[src/rtl/spi_master_cfg_pkg.sv]
// Shared definitions for the configurable SPI master.
//  - spi_state_e : transfer FSM states (IDLE -> LEAD -> XFER -> TRAIL -> IDLE)
//  - MODE0..MODE3: {cpol, cpha} encodings of the four SPI modes, for benches/drivers
package spi_master_cfg_pkg;

  typedef enum logic [1:0] {
    ST_IDLE  = 2'd0,
    ST_LEAD  = 2'd1,
    ST_XFER  = 2'd2,
    ST_TRAIL = 2'd3
  } spi_state_e;

  // {cpol, cpha}
  localparam logic [1:0] MODE0 = 2'b00;
  localparam logic [1:0] MODE1 = 2'b01;
  localparam logic [1:0] MODE2 = 2'b10;
  localparam logic [1:0] MODE3 = 2'b11;

endpackage

[src/rtl/spi_sck_gen.sv]
// SCK timing for one transfer.
//  clk, rst_n : system clock, async active-low reset
//  en         : high while a transfer is in flight; counters held at 0 otherwise
//  lead_stb   : this clk edge registers a leading SCK toggle (odd edge k)
//  trail_stb  : this clk edge registers a trailing SCK toggle (even edge k)
//  last_trail : qualifier, the pending trailing toggle is the final one (k = 2*DATA_W)
//  last_edge  : end of the trailing CS hold, k = 2*DATA_W+1
// Edge k fires at clk edge k*CLK_DIV counted from the accept edge.
module spi_sck_gen #(
  parameter int DATA_W  = 8,
  parameter int CLK_DIV = 2
) (
  input  logic clk,
  input  logic rst_n,
  input  logic en,
  output logic lead_stb,
  output logic trail_stb,
  output logic last_trail,
  output logic last_edge
);
  localparam int HP_W = (CLK_DIV > 1) ? $clog2(CLK_DIV) : 1;
  localparam int EC_W = $clog2(2 * DATA_W + 1);

  logic [HP_W-1:0] hp_cnt;
  logic [EC_W-1:0] edge_cnt;   // number of strobes already issued
  logic            stb;

  assign stb        = en && (hp_cnt == HP_W'(CLK_DIV - 1));
  assign last_edge  = stb && (edge_cnt == EC_W'(2 * DATA_W));
  assign lead_stb   = stb && !edge_cnt[0] && !last_edge;
  assign trail_stb  = stb && edge_cnt[0];
  assign last_trail = (edge_cnt == EC_W'(2 * DATA_W - 1));

  always_ff @(posedge clk or negedge rst_n) begin
    if (!rst_n) begin
      hp_cnt   <= '0;
      edge_cnt <= '0;
    end else if (!en) begin
      hp_cnt   <= '0;
      edge_cnt <= '0;
    end else if (stb) begin
      hp_cnt   <= '0;
      edge_cnt <= last_edge ? '0 : edge_cnt + 1'b1;
    end else begin
      hp_cnt   <= hp_cnt + 1'b1;
    end
  end
endmodule

[src/rtl/spi_master_cfg.sv]
// SPI master, one full-duplex word per start, runtime CPOL/CPHA.
//  clk, rst_n     : system clock, async active-low reset
//  start          : transfer request, sampled only while idle
//  tx_data/cs_sel/cpol/cpha : transfer setup, latched on accept
//  busy           : transfer in flight
//  done           : 1-cycle pulse, rx_data valid
//  err            : 1-cycle pulse, start rejected because cs_sel >= NUM_CS
//  rx_data        : last received word, held until the next done
//  sck/mosi/miso/cs_n : SPI pins, cs_n active low
module spi_master_cfg
  import spi_master_cfg_pkg::*;
#(
  parameter int DATA_W    = 8,
  parameter int CLK_DIV   = 2,
  parameter int NUM_CS    = 1,
  parameter int MSB_FIRST = 1,
  parameter int CS_W      = (NUM_CS > 1) ? $clog2(NUM_CS) : 1
) (
  input  logic              clk,
  input  logic              rst_n,
  input  logic              start,
  input  logic [DATA_W-1:0] tx_data,
  input  logic [CS_W-1:0]   cs_sel,
  input  logic              cpol,
  input  logic              cpha,
  output logic              busy,
  output logic              done,
  output logic              err,
  output logic [DATA_W-1:0] rx_data,
  output logic              sck,
  output logic              mosi,
  input  logic              miso,
  output logic [NUM_CS-1:0] cs_n
);
  spi_state_e        state;
  logic [DATA_W-1:0] tx_sr, rx_sr;
  logic              cpha_q;
  logic              cs_ok;
  logic              lead_stb, trail_stb, last_trail, last_edge;

  // NUM_CS <= 2**CS_W, so one extra bit holds it for the range check.
  assign cs_ok = ({1'b0, cs_sel} < (CS_W + 1)'(NUM_CS));

  spi_sck_gen #(.DATA_W(DATA_W), .CLK_DIV(CLK_DIV)) u_sck (
    .clk       (clk),
    .rst_n     (rst_n),
    .en        (state != ST_IDLE),
    .lead_stb  (lead_stb),
    .trail_stb (trail_stb),
    .last_trail(last_trail),
    .last_edge (last_edge)
  );

  function automatic logic out_bit(input logic [DATA_W-1:0] v);
    return (MSB_FIRST != 0) ? v[DATA_W-1] : v[0];
  endfunction

  function automatic logic [DATA_W-1:0] shift_out(input logic [DATA_W-1:0] v);
    return (MSB_FIRST != 0) ? {v[DATA_W-2:0], 1'b0} : {1'b0, v[DATA_W-1:1]};
  endfunction

  function automatic logic [DATA_W-1:0] shift_in(input logic [DATA_W-1:0] v, input logic b);
    return (MSB_FIRST != 0) ? {v[DATA_W-2:0], b} : {b, v[DATA_W-1:1]};
  endfunction

  always_ff @(posedge clk or negedge rst_n) begin
    if (!rst_n) begin
      state   <= ST_IDLE;
      sck     <= 1'b0;
      mosi    <= 1'b0;
      cs_n    <= '1;
      busy    <= 1'b0;
      done    <= 1'b0;
      err     <= 1'b0;
      rx_data <= '0;
      tx_sr   <= '0;
      rx_sr   <= '0;
      cpha_q  <= 1'b0;
    end else begin
      done <= 1'b0;
      err  <= 1'b0;
      case (state)
        ST_IDLE: begin
          sck  <= cpol;  // idle level tracks the input until a transfer latches it
          cs_n <= '1;
          if (start) begin
            if (cs_ok) begin
              cpha_q <= cpha;
              cs_n   <= ~(NUM_CS'(1) << cs_sel);
              busy   <= 1'b1;
              state  <= ST_LEAD;
              if (!cpha) begin
                // cpha=0: first bit must be valid before the first (sampling) edge
                mosi  <= out_bit(tx_data);
                tx_sr <= shift_out(tx_data);
              end else begin
                tx_sr <= tx_data;
              end
            end else begin
              err <= 1'b1;
            end
          end
        end
        ST_LEAD, ST_XFER: begin
          if (lead_stb) begin
            sck   <= ~sck;
            state <= ST_XFER;
            if (cpha_q) begin
              mosi  <= out_bit(tx_sr);
              tx_sr <= shift_out(tx_sr);
            end else begin
              rx_sr <= shift_in(rx_sr, miso);
            end
          end
          if (trail_stb) begin
            sck <= ~sck;
            if (cpha_q) begin
              rx_sr <= shift_in(rx_sr, miso);
            end else if (!last_trail) begin
              mosi  <= out_bit(tx_sr);
              tx_sr <= shift_out(tx_sr);
            end
            if (last_trail) state <= ST_TRAIL;
          end
        end
        ST_TRAIL: begin
          if (last_edge) begin
            cs_n    <= '1;
            rx_data <= rx_sr;
            done    <= 1'b1;
            busy    <= 1'b0;
            mosi    <= 1'b0;
            state   <= ST_IDLE;
          end
        end
        default: state <= ST_IDLE;
      endcase
    end
  end
endmodule

[config.mk]
export PLATFORM = sky130hd
export DESIGN_NAME = spi_master_cfg
export DESIGN_NICKNAME = d
export VERILOG_FILES = /design/src/rtl/spi_master_cfg_pkg.sv /design/src/rtl/spi_sck_gen.sv /design/src/rtl/spi_master_cfg.sv
export SDC_FILE = /design/constraint.sdc
export NUM_CORES = 1
export LEC_CHECK = 0
export CORE_MARGIN = 4
export CORE_UTILIZATION = 45
export DETAILED_ROUTE_END_ITERATION = 10
export PLACE_DENSITY = 0.7
export SLEW_MARGIN = 20
export SYNTH_ARGS = -nofsm -noshare
export SYNTH_HDL_FRONTEND = slang
export SYNTH_SLANG_ARGS = --single-unit
[constraint.sdc]
create_clock -name clk -period 1.9 [get_ports clk]
set_input_delay 0.475 -clock clk [delete_from_list [all_inputs] [get_ports clk]]
set_output_delay 0.475 -clock clk [all_outputs]
set_load 0.02 [all_outputs]
==> results of run 1 <==
-- critical path: stages, from the launching register on --
cell,delay (ns)
dfrtp_1,0.40
ha_2,0.19
and3_4,0.18
ha_4,0.16
nand4bb_4,0.21
o22ai_4,0.20
buf_6,0.16
nand2_8,0.06
a32o_1,0.25
-- synthesized netlist by cell type (2+ instances only) --
master,number
nand2_1,17
and3_1,3
o221ai_1,5
mux2i_1,2
o21ai_0,7
dfrtp_1,38
a21oi_1,6
nand2b_1,2
a31oi_1,2
ha_1,5
nor2_1,5
nor2b_1,4
a22oi_1,7
o211ai_1,2
a211oi_1,2
inv_1,9
nand4bb_1,3
nand3_1,4
mux2_2,25
a22o_1,2
clkbuf_1,3
o31ai_1,4
buf_2,3
-- how the worst max path moves through the flow --
stage,slack (ns),startpoint,to,cells past startpoint
2_1_floorplan,0.03,u_sck.edge_cnt[1],tx_sr[0],8
3_5_place_dp,-0.21,cs_sel,tx_sr[1],5
6_report,-0.03,u_sck.edge_cnt[1],tx_sr[0],8
5_1_grt,-0.08,state[0],rx_sr[7],7
3_3_place_gp,-0.15,cs_sel,tx_sr[1],5
4_1_cts,-0.02,u_sck.edge_cnt[1],tx_sr[0],8
-- sequential cells by signal (all words and copies together), names as in the netlist, 2 cells and up --
name and flops:
rx_data 8, rx_sr 8, state 2, tx_sr 8, u_sck.edge_cnt 5
-- stage by stage --
stage	total power, mW	cell area (sq um)	setup slack (ns)	util [%]
4_1_cts	3.56	2600	-0.0172	59.7
6_report	3.72	2700	-0.0295	62.1
2_1_floorplan	2.40	2030	0.0255	-
3_5_place_dp	2.93	2440	-0.213	55.9
5_1_grt	3.99	2700	-0.0781	62.1
3_3_place_gp	2.81	2440	-0.152	55.9
-- what timing repair did --
| action | 4_1_cts | 5_1_grt |
|---|---|---|
| pin swaps | 6 | 3 |
| endpoints found under the setup margin | 18 | 25 |
| resized for setup | 9 | 14 |
| gates cloned | 0 | 1 |
| buffers inserted | 4 | 2 |
| hold buffers | 0 | 0 |
-- power breakdown --
part	internal, mW	switching [mW]	total (mW)
Clock	0.296	0.301	0.597
Sequential	1.10	0.223	1.32
Combinational	0.892	0.913	1.81
Total	2.29	1.44	3.72
-- layout make-up --
class / count / area, sq um / area share, %
clock buffers: 6 / 82.6 / 3.06
clock inverters: 2 / 16.3 / 0.602
repair buffers: 50 / 463 / 17.1
flip-flops and latches: 39 / 977 / 36.2
multi-input cells: 123 / 1060 / 39.4
inverters: 9 / 33.8 / 1.25
well taps: 52 / 65.1 / 2.41
-- kinds of logic after synthesis --
group | Yosys count | share of synthesized area, %
adders and majority gates | 5 | 3.10
and+or+nand+nor | 46 | 13.8
DFF | 39 | 48.4
buffers and inverters | 18 | 4.15
xor gates and xnor gates | 1 | 0.434
muxes | 27 | 14.9
AOI/OAI and AO/OA | 43 | 15.2
-- layer usage --
layer  wire [um]  vias up  GRT usage (%)
met5           0        -              0
met4          16        0           4.94
met3         162        2           5.47
met2        2520       27           31.0
met1        2050      805           21.4
li1            -      754              -
==> reports/results.tsv, run 1 <==
stage	metric	value	unit
sta	post-route setup TNS	-0.0350	ns
grt	GRT Total Usage	17.9	%
worst_setup_path	crit path kind	reg2reg	
die	Starting Density	46.4	%
clocking	# clock sinks	39	
worst_setup_path	Critical Path RT	2.08	ns
finish	Layout Nets	248	
die	die area	0.00562	sq mm
routing	wire length per cell	16.9	um
routing	vias per cell	5.65	
sta	Hold Violations, Final	0	
finish	area delta synth->final	33.8	%
finish	ant diodes	0	
worst_setup_path	Worst R2R Path Depth	8	
synthesis	sequential area share after synthesis	48.4	%
status	status	complete, but fails checks	
finish	most common cell after layout, fill and taps aside	dfrtp_1	
sta	Slew Limit Fails	0	
synthesis	ys async rst share	100	%
routing	Final ANT Viol Nets	0	
die	boundary pin count	29	
synthesis	Synth Flop Type	dfrtp_1	
power_and_ir_drop	worst vdd ir	687	uV
sta	fmax	0.518	GHz
synthesis	Syn Inst Count	179	
placement	number of port buffers	28	
synthesis	largest area contributor in the netlist	dfrtp_1	
worst_setup_path	Arrival @ worst endpoint	2.11	ns
sta	Final setup viols	2	
status	failing checks	setup timing	
die	core footprint	0.00435	sq mm
die	Die Span X	75.0	um
sta	RSZ-0062 raised after global routing	true	
synthesis	number of flops mapped to enable cells by yosys	0	
die	Rows	24	
routing	drt pass-1 iters	4	
worst_setup_path	crit start category	flop	
finish	layout cells sized above 1	33.2	%
clocking	Longest Clk Path Bufs	2	
clocking	TritonCTS clock tree	yes	
synthesis	Synth Area per Inst	11.3	sq um
synthesis	#FFs+latches synth	39	
placement	HPWL after DPL	3.23	mm
routing	initial DRC count	88	
power_and_ir_drop	Cell Pwr Density	1380	mW/mm^2
sta	Final Cycle Share	102	%
grt	initial antenna violation count	0	
grt	total gr overflow	0	
worst_setup_path	worst r2r src	u_sck.edge_cnt[1]	
synthesis	area fraction of the dominant cell type after synthesis	47.1	%
worst_setup_path	Reg2Reg Setup Slack	-0.03	ns
die	Chip Height	75.0	um
worst_setup_path	RR Endpoint	tx_sr[0]	
clocking	clk slew on worst S/H paths	0.08	ns
finish	most frequent cells in the layout	dfrtp_1, clkdlybuf4s50_1, mux2_2	
routing	vias after detailed routing	1588	
sta	Tmin final	1.93	ns
synthesis	synth unique cells	42	
finish	fin cells	281	
clocking	Clk Latency, worst-skew pair	0.29	ns
worst_setup_path	critical path peak fanout	6	
synthesis	total nets after synthesis	199	
flow_run	MaxCap Viol Count	0	
placement	GP Congestion	0.822	
sta	worst setup margin	-0.0295	ns
grt	first-pass GRT wire length	7.60	mm
sta	Worst Tran Pin Value	0.490	ns
sta	Slew HR	67.3	%
worst_setup_path	CP endpoint kind	flop	
grt	vias in the first global route	1602	
routing	DRC	0	
power_and_ir_drop	Lkg Pwr	1.16	nW
placement	placed insts	266	
clocking	H-Tree Level Count	2	
sta	skew final	0.00690	ns
sta	worst hold margin	0.228	ns
finish	Fillers	341	
synthesis	top post-synthesis cells by area	dfrtp_1, mux2_2, nand2_1	
grt	largest net degree at the start of global routing	40	
clocking	CTS buffer count	5	
clocking	Root Buffer	clkbuf_8	
routing	drt total wl	4.74	mm
min_path	HP Class	in2async	
synthesis	Synth Cell Area	0.00202	sq mm
synthesis	Yosys Warn Count	0	
(Power assumes the default switching activity.)
==> run 2, diff against run 1 <==
--- a/config.mk
+++ b/config.mk
@@ -8,7 +8,7 @@
 export CORE_MARGIN = 4
 export CORE_UTILIZATION = 45
 export DETAILED_ROUTE_END_ITERATION = 10
-export PLACE_DENSITY = 0.7
+export PLACE_DENSITY = 0.8
 export SLEW_MARGIN = 20
 export SYNTH_ARGS = -nofsm -noshare
 export SYNTH_HDL_FRONTEND = slang
==> reports/results.tsv, run 2 (synthesis gave the netlist of run 1 again) <==
stage	metric	value	unit
die	Starting Density	46.4	%
sta	Slew Limit Fails	0	
sta	worst hold margin	0.216	ns
finish	Fillers	327	
flow_run	MaxCap Viol Count	0	
grt	GRT Total Usage	17.1	%
grt	initial antenna violation count	0	
sta	RSZ-0062 raised after global routing	true	
finish	top flop regs	rx_data (8), rx_sr (8), tx_sr (8)	
clocking	Clk Latency, worst-skew pair	0.30	ns
power_and_ir_drop	Cell Pwr Density	1390	mW/mm^2
grt	first-pass GRT wire length	7.31	mm
min_path	HP Class	in2async	
placement	pre-CTS worst setup slack	-0.218	ns
status	status	complete, but fails checks	
sta	Final setup viols	3	
placement	HPWL after DPL	3.04	mm
placement	number of port buffers	28	
finish	final instance area	0.00270	sq mm
sta	skew final	0.00582	ns
die	Die Span X	75.0	um
routing	wire length per cell	16.2	um
grt	vias in the first global route	1589	
sta	fmax	0.513	GHz
placement	GP Congestion	0.817	
worst_setup_path	Critical Path RT	2.09	ns
sta	Hold Violations, Final	0	
routing	drt total wl	4.59	mm
finish	layout cells sized above 1	34.6	%
clocking	Post-CTS Hold Buffers	0	
finish	area delta synth->final	33.6	%
clocking	clk slew on worst S/H paths	0.08	ns
worst_setup_path	Reg2Reg Setup Slack	-0.05	ns
finish	ant diodes	0	
sta	Slew HR	68.0	%
routing	vias after detailed routing	1616	
worst_setup_path	crit path kind	reg2reg	
clocking	# clock sinks	39	
routing	vias per cell	5.71	
status	failing checks	setup timing	
finish	most common cell after layout, fill and taps aside	dfrtp_1	
finish	most frequent cells in the layout	dfrtp_1, clkdlybuf4s50_1, mux2_2	
power_and_ir_drop	Lkg Pwr	1.18	nW
worst_setup_path	critical path peak fanout	6	
routing	Final ANT Viol Nets	0	
sta	worst setup margin	-0.0494	ns
grt	largest net degree at the start of global routing	40	
routing	initial DRC count	119	
die	core footprint	0.00435	sq mm
clocking	Root Buffer	clkbuf_8	
worst_setup_path	CP endpoint kind	flop	
clocking	CTS buffer count	5	
placement	dpl cell area	0.00249	sq mm
routing	DRC	0	
clocking	Longest Clk Path Bufs	2	
die	boundary pin count	29	
grt	total gr overflow	0	
worst_setup_path	Arrival @ worst endpoint	2.13	ns
die	die area	0.00562	sq mm
die	Chip Height	75.0	um
sta	Worst Tran Pin Value	0.477	ns
sta	Tmin final	1.95	ns
routing	drt pass-1 iters	4	
clocking	TritonCTS clock tree	yes	
clocking	H-Tree Level Count	2	
finish	Layout Nets	250	
power_and_ir_drop	worst vdd ir	692	uV
sta	Final Cycle Share	103	%
worst_setup_path	crit start category	flop	
die	Rows	24	
## run 2: layout make-up
class                           instances  area (sq um)  share of cell area, %
Timing Repair Buffer                   53           490                   18.2
Inverter                                9          33.8                   1.25
Multi-Input combinational cell        122          1040                   38.5
Clock inverter                          3          25.0                  0.928
Clock buffer                            5          68.8                   2.55
Tap cell                               52          65.1                   2.41
Sequential cell                        39           977                   36.2
## run 2: stage by stage
| step | util, % | TNS [ns] | std cells | total power, mW |
|---|---|---|---|---|
| detailed placement | 57.1 | -1.76 | 271 | 2.98 |
| finish | 62.0 | -0.0937 | 283 | 3.76 |
| global route | 62.0 | -0.896 | 283 | 4.02 |
| global placement | 57.1 | -1.23 | 271 | 2.91 |
| floorplan | - | 0 | 179 | 2.40 |
| CTS | 60.3 | 0 | 281 | 3.63 |
## run 2: final timing paths
kind | end | from | depth (start not counted)
max | tx_sr[0] | u_sck.edge_cnt[0] | 8
min | state[0] | rst_n | 2
max reg2reg | tx_sr[0] | u_sck.edge_cnt[0] | 8
min reg2reg | rx_data[4] | rx_data[4] | 1
max in group asynchronous | cs_n | rst_n | 2
min in group clk | rx_data[4] | rx_data[4] | 1
## run 2: per-layer routing
layer / up-vias / share of wire (%) / track usage, %
met5: - / 0 / 0
met4: 0 / 1.2 / 5.14
met3: 7 / 3.5 / 5.34
met2: 35 / 50 / 27.7
met1: 812 / 45 / 22.1
li1: 762 / - / -
## run 2: power by group
| part | internal (mW) | switching [mW] |
|---|---|---|
| Clock | 0.262 | 0.320 |
| Sequential | 1.10 | 0.216 |
| Combinational | 0.954 | 0.906 |
## run 2: repair_timing
action	in CTS	in global routing
gates resized for setup	7	12
pin swaps	5	7
buffers inserted	2	2
setup endpoints to repair	18	26
## run 2: critical path, cell delays in order (launching register included)
cell and delay, ns:
dfrtp_1 0.42, ha_2 0.20, and3_4 0.18, ha_4 0.15, nand4bb_1 0.21, o22ai_2 0.21, buf_6 0.16, nand2_4 0.08
a32o_1 0.23
